[config.mk]
export PLATFORM = sky130hd
export DESIGN_NAME = fpu_dispatch_flat
export DESIGN_NICKNAME = d
export VERILOG_FILES = /design/src/rtl/fpu_dispatch_if.sv /design/src/rtl/fpu_dispatch.sv /design/src/flat_wrapper.sv
export SDC_FILE = /design/constraint.sdc
export NUM_CORES = 1
export LEC_CHECK = 0
export CORE_UTILIZATION = 35
export DETAILED_ROUTE_END_ITERATION = 10
export MAX_ROUTING_LAYER = met4
export PLACE_DENSITY = 0.83
export SYNTH_ARGS = -nofsm -noshare
export SYNTH_HDL_FRONTEND = slang
export SYNTH_SLANG_ARGS = --single-unit
[constraint.sdc]
create_clock -name clk -period 2.9 [get_ports clk]
set_input_delay 0.725 -clock clk [delete_from_list [all_inputs] [get_ports clk]]
set_output_delay 0.725 -clock clk [all_outputs]
set_load 0.01 [all_outputs]
[src/rtl/fpu_dispatch_if.sv]
`default_nettype none
// +--------------------------------------------------------------------+
// | Module   : fpu_dispatch_if                                         |
// | Purpose  : core request, FPU handshake and write-back signals for  |
// |            the FP dispatch stage.                                  |
// | Revision : 1.0                                                     |
// +--------------------------------------------------------------------+
interface fpu_dispatch_if #(
  parameter int LEN_WORD  = 32,
  parameter int LEN_REG   = 5,
  parameter int LEN_FUNC3 = 3,
  parameter int LEN_FUNC7 = 7
);
  // core request side
  logic                 req_valid;
  logic                 req_ready;
  logic [LEN_FUNC3-1:0] req_func3;
  logic [LEN_FUNC7-1:0] req_func7;
  logic [LEN_WORD-1:0]  req_rs1;
  logic [LEN_WORD-1:0]  req_rs2;
  logic [LEN_REG-1:0]   req_rd_idx;
  logic                 req_to_int;
  // FPU side
  logic                 fpu_order;
  logic                 fpu_accepted;
  logic                 fpu_done;
  logic [LEN_FUNC3-1:0] fpu_func3;
  logic [LEN_FUNC7-1:0] fpu_func7;
  logic [LEN_WORD-1:0]  fpu_rs1;
  logic [LEN_WORD-1:0]  fpu_rs2;
  logic [LEN_WORD-1:0]  fpu_rd;
  // write-back side
  logic                 wb_valid;
  logic                 wb_ready;
  logic [LEN_REG-1:0]   wb_idx;
  logic                 wb_to_int;
  logic [LEN_WORD-1:0]  wb_data;
  // status
  logic                 busy;
  logic                 timeout_err;

  // environment view: core, FPU and register files
  modport master (
    output req_valid, req_func3, req_func7, req_rs1, req_rs2, req_rd_idx, req_to_int,
    input  req_ready,
    input  fpu_order, fpu_func3, fpu_func7, fpu_rs1, fpu_rs2,
    output fpu_accepted, fpu_done, fpu_rd,
    input  wb_valid, wb_idx, wb_to_int, wb_data,
    output wb_ready,
    input  busy, timeout_err
  );

  // dispatch stage view
  modport slave (
    input  req_valid, req_func3, req_func7, req_rs1, req_rs2, req_rd_idx, req_to_int,
    output req_ready,
    output fpu_order, fpu_func3, fpu_func7, fpu_rs1, fpu_rs2,
    input  fpu_accepted, fpu_done, fpu_rd,
    output wb_valid, wb_idx, wb_to_int, wb_data,
    input  wb_ready,
    output busy, timeout_err
  );
endinterface
`default_nettype wire

[src/rtl/fpu_dispatch.sv]
`default_nettype none
// +--------------------------------------------------------------------+
// | Module   : fpu_dispatch                                            |
// | Purpose  : single-outstanding FP issue stage: latches operands,    |
// |            drives the FPU order/accepted/done handshake, returns   |
// |            the result as a write-back, with a lost-done watchdog.  |
// | Revision : 1.0                                                     |
// +--------------------------------------------------------------------+
module fpu_dispatch #(
  parameter int LEN_WORD  = 32,
  parameter int LEN_REG   = 5,
  parameter int LEN_FUNC3 = 3,
  parameter int LEN_FUNC7 = 7,
  parameter int TIMEOUT   = 1023
) (
  input  wire logic      clk,
  input  wire logic      rstn,
  fpu_dispatch_if.slave  bus
);

  localparam int c_cnt_w = $clog2(TIMEOUT + 1);
  localparam logic [c_cnt_w-1:0] c_timeout = c_cnt_w'(TIMEOUT);
  localparam logic [c_cnt_w-1:0] c_cnt_one = c_cnt_w'(1);

  typedef enum logic [1:0] {
    S_IDLE  = 2'd0,
    S_ISSUE = 2'd1,
    S_EXEC  = 2'd2,
    S_WB    = 2'd3
  } state_t;

  state_t               r_state;
  logic [c_cnt_w-1:0]   r_cnt;
  logic                 r_order;
  logic                 r_wb_valid;
  logic [LEN_WORD-1:0]  r_wb_data;
  logic                 r_busy;
  logic                 r_timeout_err;
  logic [LEN_FUNC3-1:0] r_func3;
  logic [LEN_FUNC7-1:0] r_func7;
  logic [LEN_WORD-1:0]  r_rs1;
  logic [LEN_WORD-1:0]  r_rs2;
  logic [LEN_REG-1:0]   r_rd_idx;
  logic                 r_to_int;

  logic w_take;
  logic w_expired;

  // Ready in IDLE, or in WB the cycle the write-back drains (bypass to ISSUE).
  assign bus.req_ready = rstn & ((r_state == S_IDLE) | ((r_state == S_WB) & bus.wb_ready));
  assign w_take        = bus.req_valid & bus.req_ready;
  assign w_expired     = (r_cnt == c_timeout);

  assign bus.fpu_order   = r_order;
  assign bus.fpu_func3   = r_func3;
  assign bus.fpu_func7   = r_func7;
  assign bus.fpu_rs1     = r_rs1;
  assign bus.fpu_rs2     = r_rs2;
  assign bus.wb_valid    = r_wb_valid;
  assign bus.wb_data     = r_wb_data;
  // Destination fields only change on a new handshake, which cannot happen
  // until the pending write-back is consumed, so they double as wb_* outputs.
  assign bus.wb_idx      = r_rd_idx;
  assign bus.wb_to_int   = r_to_int;
  assign bus.busy        = r_busy;
  assign bus.timeout_err = r_timeout_err;

  // Operand/destination latch, loaded on every request handshake.
  always_ff @(posedge clk) begin
    if (!rstn) begin
      r_func3  <= '0;
      r_func7  <= '0;
      r_rs1    <= '0;
      r_rs2    <= '0;
      r_rd_idx <= '0;
      r_to_int <= 1'b0;
    end else if (w_take) begin
      r_func3  <= bus.req_func3;
      r_func7  <= bus.req_func7;
      r_rs1    <= bus.req_rs1;
      r_rs2    <= bus.req_rs2;
      r_rd_idx <= bus.req_rd_idx;
      r_to_int <= bus.req_to_int;
    end
  end

  // Control FSM with watchdog; all handshake outputs registered here.
  always_ff @(posedge clk) begin
    if (!rstn) begin
      r_state       <= S_IDLE;
      r_cnt         <= '0;
      r_order       <= 1'b0;
      r_wb_valid    <= 1'b0;
      r_wb_data     <= '0;
      r_busy        <= 1'b0;
      r_timeout_err <= 1'b0;
    end else begin
      case (r_state)
        S_IDLE: begin
          if (w_take) begin
            r_state <= S_ISSUE;
            r_order <= 1'b1;
            r_busy  <= 1'b1;
            r_cnt   <= '0;
          end
        end
        S_ISSUE: begin
          if (bus.fpu_accepted && bus.fpu_done) begin
            r_wb_data  <= bus.fpu_rd;
            r_state    <= S_WB;
            r_order    <= 1'b0;
            r_wb_valid <= 1'b1;
          end else if (w_expired) begin
            // A done without accept is not a completion, so it cannot win here.
            r_wb_data     <= '0;
            r_timeout_err <= 1'b1;
            r_state       <= S_WB;
            r_order       <= 1'b0;
            r_wb_valid    <= 1'b1;
          end else begin
            r_cnt <= r_cnt + c_cnt_one;
            if (bus.fpu_accepted) begin
              r_state <= S_EXEC;
              r_order <= 1'b0;
            end
          end
        end
        S_EXEC: begin
          if (bus.fpu_done) begin
            r_wb_data  <= bus.fpu_rd;
            r_state    <= S_WB;
            r_wb_valid <= 1'b1;
          end else if (w_expired) begin
            r_wb_data     <= '0;
            r_timeout_err <= 1'b1;
            r_state       <= S_WB;
            r_wb_valid    <= 1'b1;
          end else begin
            r_cnt <= r_cnt + c_cnt_one;
          end
        end
        default: begin  // S_WB: hold result until consumed
          if (bus.wb_ready) begin
            r_wb_valid <= 1'b0;
            if (bus.req_valid) begin
              r_state <= S_ISSUE;
              r_order <= 1'b1;
              r_cnt   <= '0;
            end else begin
              r_state <= S_IDLE;
              r_busy  <= 1'b0;
            end
          end
        end
      endcase
    end
  end

endmodule
`default_nettype wire

[src/flat_wrapper.sv]
// flat-port wrapper written by rule: the top's interface ports become plain ports
module fpu_dispatch_flat 
#(
  parameter int LEN_WORD  = 32,
  parameter int LEN_REG   = 5,
  parameter int LEN_FUNC3 = 3,
  parameter int LEN_FUNC7 = 7,
  parameter int TIMEOUT   = 1023
)
  (clk, rstn, bus_req_valid, bus_req_func3, bus_req_func7, bus_req_rs1, bus_req_rs2, bus_req_rd_idx, bus_req_to_int, bus_req_ready, bus_fpu_order, bus_fpu_func3, bus_fpu_func7, bus_fpu_rs1, bus_fpu_rs2, bus_fpu_accepted, bus_fpu_done, bus_fpu_rd, bus_wb_valid, bus_wb_idx, bus_wb_to_int, bus_wb_data, bus_wb_ready, bus_busy, bus_timeout_err);
  fpu_dispatch_if #(.LEN_WORD(LEN_WORD), .LEN_REG(LEN_REG), .LEN_FUNC3(LEN_FUNC3), .LEN_FUNC7(LEN_FUNC7)) bus_i ();
  input  wire logic clk;
  input  wire logic rstn;
  input wire logic [$bits(bus_i.req_valid)-1:0] bus_req_valid;
  input wire logic [$bits(bus_i.req_func3)-1:0] bus_req_func3;
  input wire logic [$bits(bus_i.req_func7)-1:0] bus_req_func7;
  input wire logic [$bits(bus_i.req_rs1)-1:0] bus_req_rs1;
  input wire logic [$bits(bus_i.req_rs2)-1:0] bus_req_rs2;
  input wire logic [$bits(bus_i.req_rd_idx)-1:0] bus_req_rd_idx;
  input wire logic [$bits(bus_i.req_to_int)-1:0] bus_req_to_int;
  output wire logic [$bits(bus_i.req_ready)-1:0] bus_req_ready;
  output wire logic [$bits(bus_i.fpu_order)-1:0] bus_fpu_order;
  output wire logic [$bits(bus_i.fpu_func3)-1:0] bus_fpu_func3;
  output wire logic [$bits(bus_i.fpu_func7)-1:0] bus_fpu_func7;
  output wire logic [$bits(bus_i.fpu_rs1)-1:0] bus_fpu_rs1;
  output wire logic [$bits(bus_i.fpu_rs2)-1:0] bus_fpu_rs2;
  input wire logic [$bits(bus_i.fpu_accepted)-1:0] bus_fpu_accepted;
  input wire logic [$bits(bus_i.fpu_done)-1:0] bus_fpu_done;
  input wire logic [$bits(bus_i.fpu_rd)-1:0] bus_fpu_rd;
  output wire logic [$bits(bus_i.wb_valid)-1:0] bus_wb_valid;
  output wire logic [$bits(bus_i.wb_idx)-1:0] bus_wb_idx;
  output wire logic [$bits(bus_i.wb_to_int)-1:0] bus_wb_to_int;
  output wire logic [$bits(bus_i.wb_data)-1:0] bus_wb_data;
  input wire logic [$bits(bus_i.wb_ready)-1:0] bus_wb_ready;
  output wire logic [$bits(bus_i.busy)-1:0] bus_busy;
  output wire logic [$bits(bus_i.timeout_err)-1:0] bus_timeout_err;
  assign bus_i.req_valid = bus_req_valid;
  assign bus_i.req_func3 = bus_req_func3;
  assign bus_i.req_func7 = bus_req_func7;
  assign bus_i.req_rs1 = bus_req_rs1;
  assign bus_i.req_rs2 = bus_req_rs2;
  assign bus_i.req_rd_idx = bus_req_rd_idx;
  assign bus_i.req_to_int = bus_req_to_int;
  assign bus_req_ready = bus_i.req_ready;
  assign bus_fpu_order = bus_i.fpu_order;
  assign bus_fpu_func3 = bus_i.fpu_func3;
  assign bus_fpu_func7 = bus_i.fpu_func7;
  assign bus_fpu_rs1 = bus_i.fpu_rs1;
  assign bus_fpu_rs2 = bus_i.fpu_rs2;
  assign bus_i.fpu_accepted = bus_fpu_accepted;
  assign bus_i.fpu_done = bus_fpu_done;
  assign bus_i.fpu_rd = bus_fpu_rd;
  assign bus_wb_valid = bus_i.wb_valid;
  assign bus_wb_idx = bus_i.wb_idx;
  assign bus_wb_to_int = bus_i.wb_to_int;
  assign bus_wb_data = bus_i.wb_data;
  assign bus_i.wb_ready = bus_wb_ready;
  assign bus_busy = bus_i.busy;
  assign bus_timeout_err = bus_i.timeout_err;
  fpu_dispatch #(.LEN_WORD(LEN_WORD), .LEN_REG(LEN_REG), .LEN_FUNC3(LEN_FUNC3), .LEN_FUNC7(LEN_FUNC7), .TIMEOUT(TIMEOUT)) u_core (.clk(clk), .rstn(rstn), .bus(bus_i));
endmodule
# Word-level counts from Yosys, hierarchy flattened
# Index checks and enable logic that the tools add are counted.
# W data, S select, Z words.
classes:
  eq_ne: 10
  addsub: 1
  n_reduce_logical: 16
  bitwise_logic: 7
  mux: 39
op_table:
  columns: ["operator", "n"]
  rows:
  - ["$mux W32", 3]
  - ["$pmux W32 S2", 1]
  - ["$mux W10", 6]
  - ["$pmux W10 S3", 1]
  - ["$mux W1", 16]
  - ["$mux W2", 7]
  - ["$add A10 B1 Y10 const B", 1]
  - ["$eq A10 B10 Y1 const B", 1]
  - ["$reduce_and A5 Y1", 2]
  - ["$reduce_bool A3 Y1", 3]
  - ["$reduce_and A4 Y1", 2]
  - ["$reduce_bool A4 Y1", 2]
  - ["$pmux W1 S3", 2]
  - ["$pmux W2 S3", 1]
  - ["$eq A2 B2 Y1 const B", 2]
  - ["$ne A2 B1 Y1 const B", 2]
  - ["$ne A2 B2 Y1 const B", 2]
  - ["$ne A4 B2 Y1 const B", 1]
  - ["$pmux W1 S2", 2]
  - ["$reduce_bool A2 Y1", 2]
  - ["$and A1 B1 Y1", 3]
  - ["$ne A3 B2 Y1 const B", 1]
  - ["$not A1 Y1", 3]
  - ["$reduce_and A3 Y1", 1]
  - ["6 further kinds", 6]
word_totals:
  ff_bits: 128
  elab_cells: 86
  input_bits: 118
  output_inout_bits: 117

# Longest topological paths before layout
logic_depth:
  word_depth: 7
  mapped_depth: 9
  ltp_nobuf: 7

# Worst setup path after synthesis
# No wires, ideal clock.
synth_path:
  kind: "input to output"
  start: "input port rstn"
  end: "output port bus_req_ready"
  arrival_ns: 1.331
  stages: 4
  t_required_ns: 2.175
  path_buffers: 2
  setup_slack_ns: 0.844
  cell_sequence: "clkbuf_2 inv_2 clkbuf_1 nor2_1"
synth_between:
  elab_chain_len: 1
synth_rtl:
  columns: ["element", "line", "source"]
  rows:
  - ["from (decl)", "flat_wrapper.sv:13", "input wire logic rstn;"]
  - ["$and A1 B1 Y1", "fpu_dispatch.sv:50", "assign bus.req_ready = rstn & ((r_state == S_IDLE) | ((r_state == S_WB) & bus.wb_ready));"]
  - ["to (decl)", "flat_wrapper.sv:21", "output wire logic [$bits(bus_i.req_ready)-1:0] bus_req_ready;"]
# No other way between the ends.

# Worst setup path in the final report
layout_path:
  start: "register u_core.r_state[0]"
  end: "output port bus_req_ready"
layout_between:
  elab_chain_len: 4
layout_rtl:
  columns: ["element", "line", "source"]
  rows:
  - ["from (decl)", "fpu_dispatch.sv:32", "state_t r_state;"]
  - ["from (signal assigned)", "fpu_dispatch.sv:90", "r_state <= S_IDLE;"]
  - ["from (signal assigned)", "fpu_dispatch.sv:101", "r_state <= S_ISSUE;"]
  - ["from (signal assigned)", "fpu_dispatch.sv:110", "r_state <= S_WB;"]
  - ["$eq A2 B2 Y1", "fpu_dispatch.sv:50", null]
  - ["$and A1 B1 Y1", "fpu_dispatch.sv:50", null]
  - ["$or A1 B1 Y1 (*)", "fpu_dispatch.sv:50", null]
  - ["$and A1 B1 Y1 (*)", "fpu_dispatch.sv:50", null]
# Mark *: on every way between the ends. The rest lies on a longest branch, timed or not.

==> summary.txt <==
Power and ir drop
  • Total power: 6.291 mW
  • Leak: 2.914 nW
  • Worst VDD drop: 0.0004180 V
  • Power Density: 807.2 nW/µm²

Timing
  • Final hold violations: 0
  • Setup TNS: 0 ns
  • Slew headroom: 0.3561
  • Max Fclk: 0.3578 GHz
  • Max Clock Skew: 0.006776 ns
  • # setup viols final: 0
  • Final worst-path cycle share: 0.9639
  • RSZ-0062 raised after global routing: false
  • Minimum clock period: 2.795 ns
  • Number of max-slew violations in the final report: 0
  • Slew @ Worst Pin: 0.9640 ns
  • Final worst-path setup slack: 0.1048 ns

Finish
  • Ant. Diodes: 0
  • Fin cells: 947
  • Fin nets: 886
  • Area grow syn2layout: 66.46%
  • Layout cells sized above 1: 0.06581
  • Fill cells: 1081

Critical path
  • Reg2Reg Setup Slack: 0.41 ns
  • Critical path class: flop to output pin
  • Reg2reg path depth: 7
  • Crit path capture: bus_req_ready
  • RR Startpoint: u_core.r_state[0]
  • CP endpoint kind: output pin
  • Worst-path fanout max: 8
  • WP data arrival: 2.07 ns
  • Type of element launching the critical path: flop
  • R2r endpoint: u_core.r_cnt[5]
  • Critical Path Source: u_core.r_state[0]
  • Critical Path RT: 2.17 ns

Yosys
  • Post-Syn Area per Cell: 8.703 µm²
  • Synthesis-stage register bit count: 128
  • Cell area after synthesis: 4682 µm²
  • Seq/Total Area, Yosys: 0.5473
  • Post-Syn Nets: 662
  • Yosys top cell area share: 0.5473
  • Synthesis Warnings: 0
  • Count of cell types in the netlist: 40
  • Synth area leader: dfxtp_1
  • Top cells by area, synth: dfxtp_1 55%, nand2_1 13%, o21ai_0 9.1%
  • Gate count after technology mapping: 538

Global route
  • Vias in the first global route: 4403
  • First-pass GRT wire length: 21150 µm
  • Total grt overflow: 0
  • Total track usage: 0.1970
  • Initial antenna violation count: 0
  • Largest net degree at the start of global routing: 106

Placement
  • Placed cells: 915
  • DP HPWL: 8992 µm
  • Port Buffer Count: 234
  • Final Wtd Congestion: 0.8045
  • Pre-CTS setup slack: 0.04305 ns

Die
  • Initial core utilization: 0.3651
  • Die ar.: 13840 µm²
  • Core area: 12820 µm²
  • Die boundary height: 117.7 µm
  • Width of the die: 117.7 µm
  • Core Rows: 41
  • IO Pins: 235

Clocking
  • Clock sink count: 128
  • Clock buffer count from CTS: 17
  • Clk slew on worst S/H paths: 0.06 ns
  • Clock root buffer: clkbuf_16
  • Clock Latency Late Sink: 0.41 ns
  • Clock buffer depth: 2
  • # H-tree levels: 4
  • CTS tree: built
  • Setup Buffers After CTS: 0

Drt
  • Drt pass-1 iters: 4
  • Vias: 4509
  • Total Wirelength: 13010 µm
  • Antenna Nets Post-Route: 0
  • Starting DRC count in detailed routing: 237
  • Vias per cell: 4.761
  • WL per Instance: 13.73 µm
  • DRC: 0

Min path
  • Worst Hold Launch: u_core.bus.fpu_rs1[29]
  • HP Class: flop to flop

Status
  • Status: finished, final reports clean

Run
  • Max cap viols: 0
==> Yosys cell counts <==
| library cell | count |
|---|---|
| nand4_1 | 4 |
| or3_1 | 1 |
| a22o_1 | 32 |
| nand4_2 | 1 |
| o21a_1 | 2 |
| a22oi_1 | 1 |
| mux2i_1 | 3 |
| a21oi_1 | 9 |
| a2111oi_1 | 1 |
| nand3_1 | 6 |
| nand4b_1 | 1 |
| o21ai_1 | 1 |
| a311oi_1 | 2 |
| inv_2 | 1 |
| a21boi_0 | 1 |
| nand2b_1 | 1 |
| clkbuf_1 | 19 |
| buf_2 | 17 |
| nor3_1 | 4 |
| o221a_2 | 1 |
| and3_1 | 2 |
| nor2_1 | 15 |
| o21ai_0 | 85 |
| buf_6 | 2 |
| and4_1 | 2 |
| xor2_1 | 5 |
| nor4_2 | 1 |
| nand2_1 | 163 |
| clkbuf_2 | 1 |
| dfxtp_1 | 128 |
| a32o_1 | 1 |
| a31oi_1 | 2 |
| a21o_1 | 2 |
| a211oi_1 | 1 |
| a41oi_1 | 3 |
| inv_1 | 7 |
| nor3_2 | 1 |
| a211oi_2 | 2 |
| nor4_1 | 1 |
| ha_1 | 6 |
==> power by group <==
part / switching, mW / internal, mW / leakage (nW)
Combinational: 0.878 / 0.916 / 1.56
Sequential: 0.171 / 2.07 / 1.05
Clock: 0.775 / 1.48 / 0.306
==> how the worst min path moves through the flow <==
stage	to	cells after the start	slack, ns
CTS	u_core.bus.fpu_func7[3]	2	0.46
global placement	u_core.bus.fpu_rs1[12]	2	0.44
global route	u_core.bus.fpu_rs1[8]	2	0.48
floorplan	u_core.bus.fpu_func3[0]	2	0.48
detailed placement	u_core.bus.fpu_rs1[8]	2	0.45
finish	u_core.bus.fpu_rs1[29]	2	0.45
==> repair_timing <==
action                     in CTS  in global routing
setup endpoints to repair       0                  1
resized for setup               0                  1
hold buffers                    0                  0
==> cells in the final DEF (no fill, tap or decap), types with 2 or more instances in the layout <==
master and n:
clkdlybuf4s50_1 233, nand4_1 4, and4_1 2, a311oi_1 2
clkbuf_8 2, mux2i_1 3, nor3_1 4, o21a_1 2
dfxtp_1 128, nor2_1 15, nand2_1 163, clkbuf_16 17
a21o_1 2, buf_4 9, a31oi_1 2, inv_6 2
a211oi_2 2, xor2_1 5, clkinv_2 3, and3_1 2
clkinvlp_4 3, a22o_1 32, nand3_1 6, bufinv_16 4
inv_1 7, a21oi_1 8, ha_1 6, a41oi_1 3
o21ai_0 85
==> worst max-delay path, cell delays in order (launching register included) <==
cell and delay (ns):
dfxtp_1 0.45, inv_1 0.12, ha_1 0.32, a21oi_2 0.22, nor2_1 0.06, clkdlybuf4s50_1 0.49
==> flip-flops by register name, summed over array words and instances, names as in the netlist, 2 cells and up <==
signal,flops
u_core.bus.fpu_func3,3
u_core.bus.wb_data,32
u_core.bus.fpu_rs2,32
u_core.bus.fpu_func7,7
u_core.bus.fpu_rs1,32
u_core.r_cnt,10
u_core.r_state,2
u_core.bus.wb_idx,5
==> cell type report <==
type | count | area, µm² | share of cell area
Multi-Input combinational cell | 363 | 1924 | 0.2469
Sequential cell | 128 | 2562 | 0.3288
Inverter | 8 | 30.03 | 0.003853
Timing Repair Buffer | 244 | 2425 | 0.3111
Tap cell | 172 | 215.2 | 0.02761
Clock buffer | 19 | 452.9 | 0.05812
Clock inverter | 13 | 183.9 | 0.02360
==> through the flow <==
step / hold WS [ns] / utilization / cell area [µm²]
after floorplan: 0.4802 / - / 4682
after global placement: 0.4422 / 0.5578 / 7153
after detailed placement: 0.4486 / 0.5578 / 7153
after CTS: 0.4574 / 0.6074 / 7790
after global routing: 0.4756 / 0.6077 / 7794
final: 0.4523 / 0.6077 / 7794
==> logic make-up after synthesis <==
group                    share of synthesized area
AO/OA/AOI/OAI                               0.1967
flip-flops                                  0.5473
buffers and inverters                      0.04570
multiplexers                              0.006414
XOR/XNOR                                  0.009353
adder cells (fa/ha/maj)                    0.01603
AND/OR/NAND/NOR                             0.1785
==> layer usage <==
layer | vias to the layer above | routed length, µm | share of wire | GRT usage
li1 | 2283 | - | - | -
met1 | 2042 | 5666 | 0.44 | 0.2279
met2 | 166 | 6341 | 0.49 | 0.3224
met3 | 18 | 739 | 0.057 | 0.04990
met4 | 0 | 259 | 0.020 | 0.08494
met5 | - | 0 | 0 | -
Power figures use the tool's default switching activity.
